--- config.mk ---
export PLATFORM = sky130hd
export DESIGN_NAME = bit_scan_iter
export DESIGN_NICKNAME = d
export VERILOG_FILES = /design/src/rtl/bit_scan_iter_pkg.sv /design/src/rtl/bit_scan_iter_prio_enc.sv /design/src/rtl/bit_scan_iter.sv
export SDC_FILE = /design/constraint.sdc
export NUM_CORES = 1
export LEC_CHECK = 0
export BUFFER_PORTS_ARGS = -buffer_cell sky130_fd_sc_hd__buf_4
export CORE_ASPECT_RATIO = 0.7
export CORE_UTILIZATION = 54
export CTS_BUF_LIST = sky130_fd_sc_hd__clkbuf_4 sky130_fd_sc_hd__clkbuf_8
export DETAILED_ROUTE_END_ITERATION = 6
export PLACE_DENSITY_LB_ADDON = 0.25
export SYNTH_ARGS = -nofsm -noshare
export SYNTH_HDL_FRONTEND = slang
export SYNTH_HIERARCHICAL = 1
export SYNTH_SLANG_ARGS = --single-unit
export TNS_END_PERCENT = 10
--- constraint.sdc ---
create_clock -name clk -period 3.2 [get_ports clk]
set_clock_uncertainty 0.15 [all_clocks]
set_input_delay 0.16 -clock clk [delete_from_list [all_inputs] [get_ports clk]]
set_output_delay 0.16 -clock clk [all_outputs]
set_load 0.01 [all_outputs]
--- src/rtl/bit_scan_iter_pkg.sv ---
// Shared helpers for the set-bit enumerator and its priority encoder.
// Index width is derived here so the top and the encoder always agree.
package bit_scan_iter_pkg;

  function automatic int idx_width(input int w);
    return (w > 1) ? $clog2(w) : 1;
  endfunction

endpackage

--- src/rtl/bit_scan_iter_prio_enc.sv ---
// Parameterised priority encoder: selects the lowest (or highest) set bit.
// Also returns the one-hot of that bit so callers can clear it cheaply.
module bit_prio_enc
  import bit_scan_iter_pkg::*;
#(
  parameter int WIDTH     = 32,
  parameter int MSB_FIRST = 0,
  localparam int IDX_W    = idx_width(WIDTH)
) (
  input  logic [WIDTH-1:0] vec_i,
  output logic [IDX_W-1:0] idx_o,
  output logic             any_o,
  output logic [WIDTH-1:0] onehot_o
);

  // The last match in the loop wins, so scan direction picks lowest vs highest.
  always_comb begin
    idx_o = '0;
    for (int i = 0; i < WIDTH; i++) begin
      if (MSB_FIRST != 0) begin
        if (vec_i[i]) idx_o = IDX_W'(i);
      end else begin
        if (vec_i[WIDTH-1-i]) idx_o = IDX_W'(WIDTH-1-i);
      end
    end
  end

  assign any_o    = |vec_i;
  assign onehot_o = any_o ? (WIDTH'(1) << idx_o) : '0;

endmodule

--- src/rtl/bit_scan_iter.sv ---
// Set-bit enumerator: accepts a word and emits one beat per set bit.
// All beat fields come from registers; no in_* to out_* combinational path.
module bit_scan_iter
  import bit_scan_iter_pkg::*;
#(
  parameter int WIDTH     = 32,
  parameter int MSB_FIRST = 0,
  localparam int IDX_W    = idx_width(WIDTH)
) (
  input  logic             clk,
  input  logic             reset_n,
  input  logic             flush,
  input  logic             in_valid,
  output logic             in_ready,
  input  logic [WIDTH-1:0] in_data,
  output logic             out_valid,
  input  logic             out_ready,
  output logic [IDX_W-1:0] out_idx,
  output logic [IDX_W:0]   out_ord,
  output logic             out_last,
  output logic             out_none
);

  typedef enum logic {IDLE, SCAN} state_e;

  state_e           state_q, state_d;
  logic [WIDTH-1:0] rem_q, rem_d;
  logic [IDX_W:0]   ord_q, ord_d;
  logic             none_q, none_d;

  logic [IDX_W-1:0] sel_idx;
  logic             sel_any;
  logic [WIDTH-1:0] sel_onehot;
  logic             accept, beat;

  bit_prio_enc #(
    .WIDTH     (WIDTH),
    .MSB_FIRST (MSB_FIRST)
  ) u_enc (
    .vec_i    (rem_q),
    .idx_o    (sel_idx),
    .any_o    (sel_any),
    .onehot_o (sel_onehot)
  );

  assign out_valid = (state_q == SCAN);
  assign out_idx   = sel_idx;
  assign out_ord   = ord_q;
  assign out_none  = none_q;
  // At most one bit set: nothing left once the selected bit is removed.
  assign out_last  = !sel_any || ((rem_q & ~sel_onehot) == '0);

  assign beat     = out_valid && out_ready;
  assign in_ready = !flush && ((state_q == IDLE) || (beat && out_last));
  assign accept   = in_valid && in_ready;

  // A new word in the last-beat cycle overrides the beat's clear and IDLE step.
  always_comb begin
    state_d = state_q;
    rem_d   = rem_q;
    ord_d   = ord_q;
    none_d  = none_q;
    if (flush) begin
      state_d = IDLE;
      rem_d   = '0;
      ord_d   = '0;
      none_d  = 1'b0;
    end else begin
      if (beat) begin
        rem_d = rem_q & ~sel_onehot;
        ord_d = ord_q + 1'b1;
        if (out_last) state_d = IDLE;
      end
      if (accept) begin
        state_d = SCAN;
        rem_d   = in_data;
        ord_d   = '0;
        none_d  = (in_data == '0);
      end
    end
  end

  always_ff @(posedge clk or negedge reset_n) begin
    if (!reset_n) begin
      state_q <= IDLE;
      rem_q   <= '0;
      ord_q   <= '0;
      none_q  <= 1'b0;
    end else begin
      state_q <= state_d;
      rem_q   <= rem_d;
      ord_q   <= ord_d;
      none_q  <= none_d;
    end
  end

endmodule

# Word level (Yosys, flattened, before mapping)
# Index checks and enable logic that the tools add are counted.
# word_totals
reg_bits	40
input_bits	37
out_inout_bits	15
elab_cells	69
# op_classes
add_sub_neg	1
shift	1
n_mux	45
bitwise	3
n_reduce_logical	15
# ops
cell	n
2-to-1 mux 5 bit	32
2-to-1 mux 32 bit	4
logical NOT 32 bit	2
AND 32 bit	1
inverter 32 bit	1
OR reduction 32 bit	1
<< shifter 1 x 5 -> 32 bit (first input constant)	1
2-to-1 mux 6 bit	3
adder 6 x 1 -> 6 bit (second input constant)	1
2-to-1 mux 1 bit	6
nonzero test 3 bit	2
logical AND 1 bit	4
logical NOT 1 bit	2
logical OR 1 bit	2
AND reduction 2 bit	1
nonzero test 2 bit	1
inverter 1 bit	1

# Depth between registers and ports, before layout
# Gate-level depths: netlist of the first run.
# depth
ltp_word	44
depth_mapped	14
depth_no_buf	11

# Hierarchy
# Netlist of the first run, hierarchy kept.
# modules_own_cells
mod	instances	cells_each	area_per_inst_um2	seq_area_each_um2
bit_scan_iter	1	299	2746.4	1001.0
bit_prio_enc	1	116	854.6	0.0

# Least setup slack after synthesis of the first run
# No wires, ideal clock.
# synth_timing
kind	register -> output
start	register rem_q[19]
end	output port in_ready
arrival_ns	2.928
required_ns	2.890
setup_slack_ns	-0.038
stages_incl_launch_ff	11
n_path_buf	0
path_cell_list	dfrtp_1 > or4_4 > or2_4 > nor3_4 > o21ai_2 > nor3_2 > nand2b_1 > o2111a_1 > nand4_4 > o21ai_0 > a31o_2
# synth_between
elab_chain_len	29
word_cells_on_any_way	31
classes_between	1 x shift; 21 x mux; 2 x bitwise; 7 x reduce/logical
# synth_rtl
item	line_no	rtl
start: declaration	bit_scan_iter.sv:27	logic [WIDTH-1:0] rem_q, rem_d;
start signal: assignment	bit_scan_iter.sv:91	rem_q <= rem_d;
2-to-1 mux 5 bit (20 in a row)	bit_scan_iter_prio_enc.sv:23	if (vec_i[WIDTH-1-i]) idx_o = IDX_W'(WIDTH-1-i);
<< shifter 1 x 5 -> 32 bit	bit_scan_iter_prio_enc.sv:29	assign onehot_o = any_o ? (WIDTH'(1) << idx_o) : '0;
2-to-1 mux 32 bit (*)	bit_scan_iter_prio_enc.sv:29	
named net sel_onehot[26]	bit_scan_iter.sv:33	logic [WIDTH-1:0] sel_onehot;
inverter 32 bit (*)	bit_scan_iter.sv:51	assign out_last = !sel_any || ((rem_q & ~sel_onehot) == '0);
AND 32 bit (*)	bit_scan_iter.sv:51	
logical NOT 32 bit (*)	bit_scan_iter.sv:51	
logical OR 1 bit (*)	bit_scan_iter.sv:51	
named net out_last	bit_scan_iter.sv:20	output logic out_last,
logical AND 1 bit (*)	bit_scan_iter.sv:54	assign in_ready = !flush && ((state_q == IDLE) || (beat && out_last));
logical OR 1 bit (*)	bit_scan_iter.sv:54	
logical AND 1 bit (*)	bit_scan_iter.sv:54	
end: declaration	bit_scan_iter.sv:14	output logic in_ready,
# The timed path passes the listed nets; every way through them passes the cells marked *.

# Worst setup path after layout of the first run
# layout_timing
start	register rem_q[14]
end	output port in_ready
# layout_between
elab_chain_len	24
word_cells_on_any_way	26
classes_between	1 x shift; 16 x mux; 2 x bitwise; 7 x reduce/logical
# layout_rtl
item	line_no
2-to-1 mux 5 bit (15 in a row)	bit_scan_iter_prio_enc.sv:23
<< shifter 1 x 5 -> 32 bit	bit_scan_iter_prio_enc.sv:29
2-to-1 mux 32 bit (*)	bit_scan_iter_prio_enc.sv:29
named net sel_onehot[21]	bit_scan_iter.sv:33
inverter 32 bit (*)	bit_scan_iter.sv:51
AND 32 bit (*)	bit_scan_iter.sv:51
logical NOT 32 bit (*)	bit_scan_iter.sv:51
logical OR 1 bit (*)	bit_scan_iter.sv:51
logical AND 1 bit (*)	bit_scan_iter.sv:54
logical OR 1 bit (*)	bit_scan_iter.sv:54
logical AND 1 bit (*)	bit_scan_iter.sv:54
# Marked as above.

==> results of run 1 <==
-- state kept, by name, indices dropped and copies added, names as in the netlist --
signal	flops
rem_q	32
out_ord	6
out_none	1
out_valid	1
-- per-layer routing --
metal	up-vias	GRT usage	share of wire
met5	-	0	0
met3	222	0.2002	0.15
li1	1949	-	-
met2	578	0.7423	0.41
met4	0	0.2288	0.086
met1	2305	0.6215	0.35
-- path summary, 6_finish.rpt --
kind | from | end | depth (start not counted)
worst max-delay path | rem_q[14] | in_ready | 14
worst min-delay path | in_data[9] | rem_q[9] | 3
worst max register to register | rem_q[14] | rem_q[31] | 15
worst min register to register | out_ord[4] | out_ord[4] | 2
max in group asynchronous | reset_n | rem_q[15] | 2
min in group asynchronous | reset_n | out_ord[1] | 2
-- what timing repair did --
| action | CTS | global route |
|---|---|---|
| pin swaps | 24 | 9 |
| setup buffers | 28 | 5 |
| cloned | 2 | 1 |
| endpoints found under the hold margin | 59 | 0 |
| setup endpoints to repair | 42 | 42 |
| hold buffers | 21 | 0 |
| resized for setup | 62 | 19 |
-- metrics by stage --
| step | instance area (sq um) | setup TNS (ns) |
|---|---|---|
| 5_1_grt | 5555 | -33.27 |
| 6_report | 5555 | -35.84 |
| 4_1_cts | 5446 | -6.894 |
| 3_3_place_gp | 4604 | -10.29 |
| 3_5_place_dp | 4604 | -9.184 |
| 2_1_floorplan | 3601 | 0 |
-- cells by family (layout without fill, tap and decap cells) --
| kind of cell | after synthesis | in the layout |
|---|---|---|
| AND/OR/NAND/NOR | 152 | 152 |
| AO/OA/AOI/OAI | 145 | 145 |
| buffers and inverters | 71 | 240 |
| flip-flops | 40 | 40 |
| XOR/XNOR | 5 | 5 |
| adder cells (fa/ha/maj) | 1 | 1 |
| multiplexers | 1 | 1 |
-- critical path, delay by kind of cell (launching register included) --
kind / cells / cell delay [ns]
flip-flops: 1 / 0.45
AO/OA/AOI/OAI: 3 / 0.66
AND/OR/NAND/NOR: 7 / 1.89
buffers and inverters: 4 / 0.55
-- placed cells by master, fill, tap and decap left out, types with 9 or more instances in the layout --
| cell | count |
|---|---|
| sky130_fd_sc_hd__buf_4 | 150 |
| sky130_fd_sc_hd__inv_1 | 39 |
| sky130_fd_sc_hd__dfrtp_1 | 37 |
| sky130_fd_sc_hd__nand2b_1 | 24 |
| sky130_fd_sc_hd__nand2_1 | 22 |
| sky130_fd_sc_hd__a211oi_1 | 22 |
| sky130_fd_sc_hd__dlygate4sd3_1 | 21 |
| sky130_fd_sc_hd__nor2_1 | 18 |
| sky130_fd_sc_hd__a21o_1 | 17 |
| sky130_fd_sc_hd__o211ai_1 | 17 |
| sky130_fd_sc_hd__a2111oi_0 | 16 |
| sky130_fd_sc_hd__a32oi_1 | 15 |
| sky130_fd_sc_hd__o311ai_1 | 15 |
| sky130_fd_sc_hd__nor3_2 | 14 |
| sky130_fd_sc_hd__buf_6 | 13 |
| sky130_fd_sc_hd__nor3_4 | 13 |
| sky130_fd_sc_hd__nor3_1 | 9 |
-- area by class of cell --
cell class                      count  area share
Inverter                           42     0.03018
Sequential cell                    40      0.1809
Multi-Input combinational cell    304      0.4671
Clock inverter                      3    0.008333
Clock buffer                        5     0.01239
Timing Repair Buffer              188      0.2786
Tap cell                           91     0.02050
Timing Repair inverter              2    0.002027
-- report_power, final --
group	total [W]	internal, W	switching [W]
combinational	0.00168	0.000709	0.000973
sequential	0.000619	0.000547	0.0000717
clock	0.000449	0.000235	0.000213
total	0.00275	0.00149	0.00126
==> out/metrics.cfg, run 1 <==
[timing]
worst_pin_slew_ns = 1.404
setup_repair_after_global_routing_missed_its_margin = true
min_period_over_period = 1.311
hold_violations = 0
maxSlewViolCount = 0
min_period_ns = 4.195
maxClockFrequency_mhz = 238.4
worst_slew_margin_rel = 0.06329
finalHoldWorstSlack_ns = 0.002803
postLayoutSetupSlackWorst_ns = -0.9950
timing.final.setup_violations = 42

[yosys]
synth_edf_count = 0
synth_compound_area_frac = 0.3363
synth_top_family_by_area = compound AO/OA/AOI/OAI gates
synth_top_area_share = 0.2780
gate_count_post_synth = 415
ys_top_cells_by_count = sky130_fd_sc_hd__dfrtp_1, sky130_fd_sc_hd__inv_1, sky130_fd_sc_hd__nand2b_1, sky130_fd_sc_hd__nor3_1
postSynth.topFlopCell = sky130_fd_sc_hd__dfrtp_1
yosys.area.top_type = sky130_fd_sc_hd__dfrtp_1
syn_area_sq_um = 3601
synth_simple_gate_area_share = 0.2755
synthAdderAreaFrac = 0.003475
synth_most_common_cell = sky130_fd_sc_hd__dfrtp_1
yosysSeqAreaShare = 0.2780
synth.net_count = 453
share_of_synthesized_area_spent_on_multiplexers = 0.002780
total_of_warnings_raised_by_yosys = 6
synth.area.top_cells = sky130_fd_sc_hd__dfrtp_1, sky130_fd_sc_hd__nand2b_1, sky130_fd_sc_hd__a211oi_1
ys_ff_latch = 40
yosys.cell_types.count = 68
asyncSetResetFlopFracSynth = 1.000
post_synth_xor_area_fraction = 0.01216
postSynthAreaPerCell_sq_um = 8.677

[finish]
instances_no_fill = 675
fillCellCount = 262
syn_to_final_growth_pct = 54.27
register_area_sq_um = 1005
utilization = 0.8768
nets = 621
drive_gt1_frac = 0.4366
total_area_of_multi_input_combinational_cells_sq_um = 2595
antenna_cells = 0

[placement]
gp_congestion = 1.007
place.port_buffers = 51
hpwl_um = 9267
dpl_worst_slack_ns = -0.3802
placed_cells = 611

[routing]
via_count = 5054
drt_pass1_iterations = 7
postRouteWirelength_um = 18270
vias_per_cell = 7.487
detail_route.wl_per_cell_um = 27.07
antenna_left = 0
drt_drc_violations_left = 100
drt-initial-drc-count = 1145

[critical_path]
path_class = flop to output pin
reg2reg_slack_ns = -0.94
critPathLaunchType = flop
crit_path_required_time_ns = 2.89
timing.critical_path.to_type = output pin
crit_path_top_delay_cell = sky130_fd_sc_hd__dfrtp_1
cp_max_fo = 4
cp_data_arrival_time_ns = 3.89
worstPathCellList = buf_6 > nor4_4 > nand4_1 > buf_4 > nor2_1 > nand3_2 > nor3_4 > nand2b_4 > o2111a_2 > buf_6 > nand4_4 > o21ai_4 > a31o_2 > buf_6
critPathMostFrequentCell = sky130_fd_sc_hd__buf_6
critical_path_s_largest_stage_delay_ns = 0.45

[power_and_ir_drop]
design_power_total_w = 0.002749
leakagePower_nw = 2.389
cell_area_power_density_nw_per_um2 = 494.9
irDropWorstVdd_uv = 318.5

[cts]
clockBufferDepth = 2
cts_tree = built
cts_buffers = 5
h-tree-depth = 2
ctsRootBufferMaster = sky130_fd_sc_hd__clkbuf_8
clock_sink_count = 40
worstSkewPairLatency_ns = 0.31
cts.reportedPaths.clkPinSlew_ns = 0.09

[floorplan]
overall_die_width_um = 99.60
floorplan.initialDensity = 0.5683
io-pin-count = 52
die_area_sq_um = 7004
design.core.area_sq_um = 6336
fp-row-count = 24
die_y_extent_um = 70.32

[grt]
globalRoute.totalOverflow = 0
grt_first_pass_wirelength_um = 25960
initial_antenna_violation_count = 0
grt_pass1_vias = 4726
grt_start_max_net_pins = 49
grt.total_usage = 0.4945

[status]
run_status = finished with violations
violations = design-rule violations, negative setup slack

[flow_run]
maxCapViolations = 0

[min_path]
hold_class = input pin to flop

No activity file was read; power rests on OpenSTA's default activity.
==> run 2: changes to the inputs <==
Settings changed: RECOVER_POWER from default to 100.
==> run 2 against run 1 <==
Setup slack improved by 0.015 ns. Largest cell class unchanged. Global-route usage did not move. Critical path type unchanged. Highest routed layer unchanged. Cell count did not move. Die area did not move. The run ends with design-rule violations, max-capacitance violations, max-slew violations, negative setup slack left.
==> out/metrics.cfg, run 2 (same netlist as run 1, synthesis figures left out) <==
[finish]
utilization = 0.8691  ; was 0.8768
nets = 621  ; unchanged
antenna_cells = 0  ; unchanged
drive_gt1_frac = 0.4195  ; was 0.4366
fillCellCount = 279  ; was 262
register_area_sq_um = 1005  ; unchanged
total_area_of_multi_input_combinational_cells_sq_um = 2580  ; was 2595 sq um
final_cell_mix = sky130_fd_sc_hd__buf_4, sky130_fd_sc_hd__inv_1, sky130_fd_sc_hd__dfrtp_1  ; unchanged
instances_no_fill = 675  ; unchanged
syn_to_final_growth_pct = 52.92  ; was 54.27%
largest_register_ffs = 32  ; unchanged
final_common_cell = sky130_fd_sc_hd__buf_4  ; unchanged
stdcell_area_sq_um = 5507  ; was 5555 sq um
top_register = rem_q  ; unchanged

[min_path]
hold_class = input pin to flop  ; unchanged
hold-path-cell-count = 3  ; unchanged
holdCritStartpoint = in_data[9]  ; unchanged
holdPathEnd = rem_q[9]  ; unchanged

[cts]
worstSkewPairLatency_ns = 0.31  ; about the same
cts_buffers = 5  ; unchanged
cts.reportedPaths.clkPinSlew_ns = 0.09  ; about the same
h-tree-depth = 2  ; unchanged
ctsRootBufferMaster = sky130_fd_sc_hd__clkbuf_8  ; unchanged
clockBufferDepth = 2  ; unchanged
cts_tree = built  ; unchanged
clock_sink_count = 40  ; unchanged

[power_and_ir_drop]
switching_share = 0.4589  ; was 0.4577
cell_area_power_density_nw_per_um2 = 498.8  ; was 494.9 nW/um^2
leakagePower_nw = 2.351  ; was 2.389 nW
p_int_w = 0.001486  ; was 0.001491 W
power_frac_seq = 0.225  ; about the same
combPwrFrac = 0.611  ; was 0.612
net_switching_w = 0.001260  ; was 0.001258 W
irDropWorstVdd_uv = 318.7  ; was 318.5 uV
pwr-share-clk = 0.164  ; was 0.163

[critical_path]
worst_r2r_endpoint = rem_q[31]  ; unchanged
worst_r2r_path_depth = 15  ; unchanged
critPathLaunchType = flop  ; unchanged
worstPathCellList = buf_6 > nor4_4 > nand4_1 > buf_4 > nor2_1 > nand3_2 > nor3_4 > nand2b_4 > o2111a_2 > buf_6 > nand4_4 > o21ai_4 > a31o_2 > buf_6  ; unchanged
r2r-start = rem_q[14]  ; unchanged
path_class = flop to output pin  ; unchanged
critPathMostFrequentCell = sky130_fd_sc_hd__buf_6  ; unchanged
cp_top_family = simple AND/OR/NAND/NOR gates  ; unchanged
timing.critical_path.to_type = output pin  ; unchanged
cp_data_arrival_time_ns = 3.87  ; was 3.89 ns
crit_path_top_delay_cell = sky130_fd_sc_hd__dfrtp_1  ; unchanged
reg2reg_slack_ns = -0.94  ; about the same
critical_path_buf_inv_count = 4  ; unchanged
cp_max_fo = 4  ; unchanged
critical_path_s_largest_stage_delay_ns = 0.46  ; was 0.45 ns
crit_path_required_time_ns = 2.89  ; about the same

[floorplan]
floorplan.initialDensity = 0.5683  ; unchanged
design.core.area_sq_um = 6336  ; unchanged
overall_die_width_um = 99.60  ; unchanged
fp-row-count = 24  ; unchanged
die_area_sq_um = 7004  ; unchanged
die_y_extent_um = 70.32  ; unchanged
io-pin-count = 52  ; unchanged

[routing]
drt-initial-drc-count = 1136  ; was 1145
vias_per_cell = 7.523  ; was 7.487
detail_route.wl_per_cell_um = 27.13  ; was 27.07 um
drt_drc_violations_left = 144  ; was 100
antenna_left = 0  ; unchanged
postRouteWirelength_um = 18310  ; was 18270 um
drt_pass1_iterations = 7  ; unchanged
via_count = 5078  ; was 5054

[placement]
gp_congestion = 1.007  ; unchanged
hpwl_um = 9267  ; unchanged
dpl_worst_slack_ns = -0.3802  ; unchanged
place.port_buffers = 51  ; unchanged
postPlaceCellArea_sq_um = 4604  ; unchanged
placed_cells = 611  ; unchanged

[timing]
finalHoldWorstSlack_ns = 0.006595  ; was 0.002803 ns
maxClockFrequency_mhz = 239.2  ; was 238.4 MHz
min_period_over_period = 1.306  ; was 1.311
worst_slew_margin_rel = -0.5817  ; was 0.06329
timing.final.setup_violations = 42  ; unchanged
setup_repair_after_global_routing_missed_its_margin = true  ; unchanged
postLayoutSetupSlackWorst_ns = -0.9799  ; was -0.9950 ns
min_period_ns = 4.180  ; was 4.195 ns
worst_pin_slew_ns = 2.373  ; was 1.404 ns
hold_violations = 0  ; unchanged
maxSlewViolCount = 41  ; was 0

[status]
violations = design-rule violations, max-capacitance violations, max-slew violations, negative setup slack  ; was design-rule violations, negative setup slack
run_status = finished with violations  ; unchanged

[grt]
initial_antenna_violation_count = 0  ; unchanged
grt.total_usage = 0.4945  ; unchanged
globalRoute.totalOverflow = 0  ; unchanged
grt_pass1_vias = 4726  ; unchanged
grt_start_max_net_pins = 49  ; unchanged
grt_first_pass_wirelength_um = 25960  ; unchanged

[flow_run]
maxCapViolations = 1  ; was 0

run 2: cell types whose count changed in the layout (fill, tap and decap cells not counted):
cell | previous run | this run
sky130_fd_sc_hd__a31oi_1 | 0 | 1
sky130_fd_sc_hd__buf_4 | 150 | 141
sky130_fd_sc_hd__a31oi_4 | 1 | 0
sky130_fd_sc_hd__clkbuf_1 | 0 | 9
run 2: worst reg2reg max path: cells and delay by family, from the launching register on:
| family | cells | cell delay (ns) |
|---|---|---|
| DFF | 1 | 0.46 |
| buffers and inverters | 5 | 0.87 |
| and+or+nand+nor | 7 | 1.90 |
| AOI/OAI and AO/OA | 3 | 0.62 |
run 2: per-layer routing:
metal / global-route usage / vias up / wire length, um
met5: 0 / - / 0
met4: 0.2288 / 0 / 1676
met3: 0.2002 / 228 / 2976
met2: 0.7423 / 604 / 7417
met1: 0.6215 / 2294 / 6242
li1: - / 1952 / -
run 2: per-stage QoR:
step           power (W)  TNS [ns]
6_report        0.002746    -35.48
5_1_grt         0.002780    -33.27
4_1_cts         0.002475    -6.894
3_5_place_dp    0.001728    -9.184
3_3_place_gp    0.001701    -10.29
2_1_floorplan   0.001251         0
run 2: worst max-delay path by stage:
stage / from / end / slack [ns] / cells after the start
floorplan: rem_q[19] / out_none / 0.05 / 11
finish: rem_q[14] / in_ready / -0.98 / 14
global route: rem_q[14] / in_ready / -0.93 / 14
global placement: rem_q[28] / rem_q[31] / -0.40 / 10
detailed placement: rem_q[30] / rem_q[2] / -0.38 / 11
CTS: rem_q[15] / in_ready / -0.25 / 14
run 2: what timing repair did:
| item | in CTS | in global routing |
|---|---|---|
| pin swaps | 24 | 9 |
| hold endpoints to repair | 59 | 0 |
| gates cloned | 2 | 1 |
| resized for setup | 62 | 19 |
| buffers inserted | 28 | 5 |
| setup endpoints to repair | 42 | 42 |
| hold buffers | 21 | 0 |
run 2: layout make-up:
| class | count | area share |
|---|---|---|
| Inverter | 42 | 0.03045 |
| Tap cell | 91 | 0.02068 |
| Clock inverter | 3 | 0.008407 |
| Sequential cell | 40 | 0.1825 |
| Multi-Input combinational cell | 304 | 0.4685 |
| Timing Repair inverter | 2 | 0.002045 |
| Clock buffer | 5 | 0.01250 |
| Timing Repair Buffer | 188 | 0.2749 |
run 2: power groups by stage:
| stage | registers, W | clock network, W | logic (W) |
|---|---|---|---|
| final | 0.000618 | 0.000449 | 0.00168 |
| after global routing | 0.000617 | 0.000467 | 0.00170 |
| after CTS | 0.000605 | 0.000442 | 0.00143 |
| after detailed placement | 0.000612 | 0 | 0.00112 |
| after global placement | 0.000609 | 0 | 0.00109 |
| after floorplan | 0.000613 | 0 | 0.000638 |
==> run 3: changes to the inputs <==
Settings changed: RECOVER_POWER 100 to 50.
==> run 3 against run 2 <==
The run ends with design-rule violations, negative hold slack, max-capacitance violations, max-slew violations, negative setup slack left. Via count is 0.41% lower. Cell area rose by 0.82%. Flip-flop and latch count stayed put. Clock power is 1% higher. Highest routed layer unchanged.
==> out/metrics.cfg, run 3 (same netlist as run 1, synthesis figures left out) <==
[status]
run_status = finished with violations  ; unchanged
violations = design-rule violations, negative hold slack, max-capacitance violations, max-slew violations, negative setup slack  ; was design-rule violations, max-capacitance violations, max-slew violations, negative setup slack

[floorplan]
fp-row-count = 24  ; unchanged
design.core.area_sq_um = 6336  ; unchanged
die_area_sq_um = 7004  ; unchanged
io-pin-count = 52  ; unchanged
die_y_extent_um = 70.32  ; unchanged
overall_die_width_um = 99.60  ; unchanged
floorplan.initialDensity = 0.5683  ; unchanged

[finish]
largest_register_ffs = 32  ; unchanged
antenna_cells = 0  ; unchanged
instances_no_fill = 675  ; unchanged
nets = 621  ; unchanged
drive_gt1_frac = 0.4349  ; was 0.4195
final_common_cell = sky130_fd_sc_hd__buf_4  ; unchanged
top_register = rem_q  ; unchanged
syn_to_final_growth_pct = 54.17  ; was 52.92%
final_cell_mix = sky130_fd_sc_hd__buf_4, sky130_fd_sc_hd__inv_1, sky130_fd_sc_hd__dfrtp_1  ; unchanged

[power_and_ir_drop]
power_frac_seq = 0.225  ; about the same
pwr-share-clk = 0.165  ; was 0.164
cell_area_power_density_nw_per_um2 = 495.0  ; was 498.8 nW/um^2
combPwrFrac = 0.609  ; was 0.611
p_int_w = 0.001490  ; was 0.001486 W
irDropWorstVdd_uv = 322.9  ; was 318.7 uV
net_switching_w = 0.001258  ; was 0.001260 W
switching_share = 0.4576  ; was 0.4589
leakagePower_nw = 2.386  ; was 2.351 nW
design_power_total_w = 0.002748  ; was 0.002746 W

[placement]
place.port_buffers = 51  ; unchanged
placed_cells = 611  ; unchanged
gp_congestion = 1.007  ; unchanged
dpl_worst_slack_ns = -0.3802  ; unchanged
hpwl_um = 9267  ; unchanged

[routing]
via_count = 5057  ; was 5078
drt_drc_violations_left = 138  ; was 144
postRouteWirelength_um = 18280  ; was 18310 um
vias_per_cell = 7.492  ; was 7.523
antenna_left = 0  ; unchanged
detail_route.wl_per_cell_um = 27.08  ; was 27.13 um
drt_pass1_iterations = 7  ; unchanged
drt-initial-drc-count = 1145  ; was 1136

[critical_path]
cp_max_fo = 4  ; unchanged
crit_path_top_delay_cell = sky130_fd_sc_hd__dfrtp_1  ; unchanged
timing.critical_path.to_type = output pin  ; unchanged
crit_path_required_time_ns = 2.89  ; about the same
cp_data_arrival_time_ns = 3.88  ; was 3.87 ns
r2r-start = rem_q[14]  ; unchanged
critPathMostFrequentCell = sky130_fd_sc_hd__buf_6  ; unchanged
critPathLaunchType = flop  ; unchanged
reg2reg_slack_ns = -0.95  ; was -0.94 ns
setup.worst_path.start = rem_q[14]  ; unchanged
path_class = flop to output pin  ; unchanged
worst_r2r_endpoint = rem_q[31]  ; unchanged
critical_path_s_largest_stage_delay_ns = 0.46  ; about the same
worst_r2r_path_depth = 15  ; unchanged
worstPathCellList = buf_6 > nor4_4 > nand4_1 > buf_4 > nor2_1 > nand3_2 > nor3_4 > nand2b_4 > o2111a_2 > buf_6 > nand4_4 > o21ai_4 > a31o_2 > buf_6  ; unchanged

[min_path]
holdPathEnd = rem_q[9]  ; unchanged
holdCritStartpoint = in_data[9]  ; unchanged
hold-path-cell-count = 3  ; unchanged
hold_class = input pin to flop  ; unchanged

[cts]
worstSkewPairLatency_ns = 0.31  ; about the same
h-tree-depth = 2  ; unchanged
ctsRootBufferMaster = sky130_fd_sc_hd__clkbuf_8  ; unchanged
cts_buffers = 5  ; unchanged
clock_sink_count = 40  ; unchanged
clockBufferDepth = 2  ; unchanged
cts_tree = built  ; unchanged
cts.reportedPaths.clkPinSlew_ns = 0.09  ; about the same

[grt]
globalRoute.totalOverflow = 0  ; unchanged
grt_start_max_net_pins = 49  ; unchanged
grt_pass1_vias = 4726  ; unchanged
initial_antenna_violation_count = 0  ; unchanged
grt.total_usage = 0.4945  ; unchanged
grt_first_pass_wirelength_um = 25960  ; unchanged

[timing]
finalHoldWorstSlack_ns = -0.005032  ; was 0.006595 ns
timing.final.setup_violations = 42  ; unchanged
hold_violations = 1  ; was 0
min_period_ns = 4.189  ; was 4.180 ns
setup_repair_after_global_routing_missed_its_margin = true  ; unchanged
maxSlewViolCount = 41  ; unchanged
postLayoutSetupSlackWorst_ns = -0.9890  ; was -0.9799 ns
maxClockFrequency_mhz = 238.7  ; was 239.2 MHz
min_period_over_period = 1.309  ; was 1.306
worst_pin_slew_ns = 2.308  ; was 2.373 ns
worst_slew_margin_rel = -0.5387  ; was -0.5817

[flow_run]
maxCapViolations = 1  ; unchanged

-- run 3: worst max-delay path, delay by kind of cell (launching register included) --
family	cells	cell delay, ns
buffers and inverters	4	0.55
AO/OA/AOI/OAI	3	0.65
flip-flops	1	0.46
AND/OR/NAND/NOR	7	1.89
-- run 3: layer usage --
| metal | routed length, um | vias to the layer above | GRT usage |
|---|---|---|---|
| met5 | 0 | - | 0 |
| met4 | 1588 | 0 | 0.2288 |
| met3 | 2901 | 223 | 0.2002 |
| met2 | 7471 | 598 | 0.7423 |
| met1 | 6315 | 2287 | 0.6215 |
| li1 | - | 1949 | - |
-- run 3: power groups by stage --
stage / clock [W] / sequential, W / combinational (W)
3_5_place_dp: 0 / 0.000612 / 0.00112
6_report: 0.000455 / 0.000619 / 0.00167
5_1_grt: 0.000467 / 0.000617 / 0.00170
3_3_place_gp: 0 / 0.000609 / 0.00109
4_1_cts: 0.000442 / 0.000605 / 0.00143
2_1_floorplan: 0 / 0.000613 / 0.000638
-- run 3: worst max-delay path by stage --
stage	to	cells past startpoint
global placement	rem_q[31]	10
finish	in_ready	14
floorplan	out_none	11
CTS	in_ready	14
detailed placement	rem_q[2]	11
global route	in_ready	14
-- run 3: through the flow --
step                area (sq um)    util  TNS (ns)
CTS                         5446  0.8596    -6.894
global route                5552  0.8762    -33.27
finish                      5552  0.8762    -35.69
global placement            4604  0.7267    -10.29
floorplan                   3601       -         0
detailed placement          4604  0.7267    -9.184
-- run 3: layout make-up --
class	instances	area, sq um
Multi-Input combinational cell	304	2595
Timing Repair Buffer	188	1544
Sequential cell	40	1005
Fill cell	264	784.5
Inverter	42	167.7
Tap cell	91	113.9
Clock buffer	5	68.82
Clock inverter	3	46.29
Timing Repair inverter	2	11.26
-- run 3: repair_timing --
| item | CTS | global route |
|---|---|---|
| gates cloned | 2 | 1 |
| pin swaps | 24 | 9 |
| gates resized for setup | 62 | 19 |
| hold buffers | 21 | 0 |
| endpoints found under the hold margin | 59 | 0 |
| setup buffers | 28 | 5 |
| endpoints found under the setup margin | 42 | 42 |
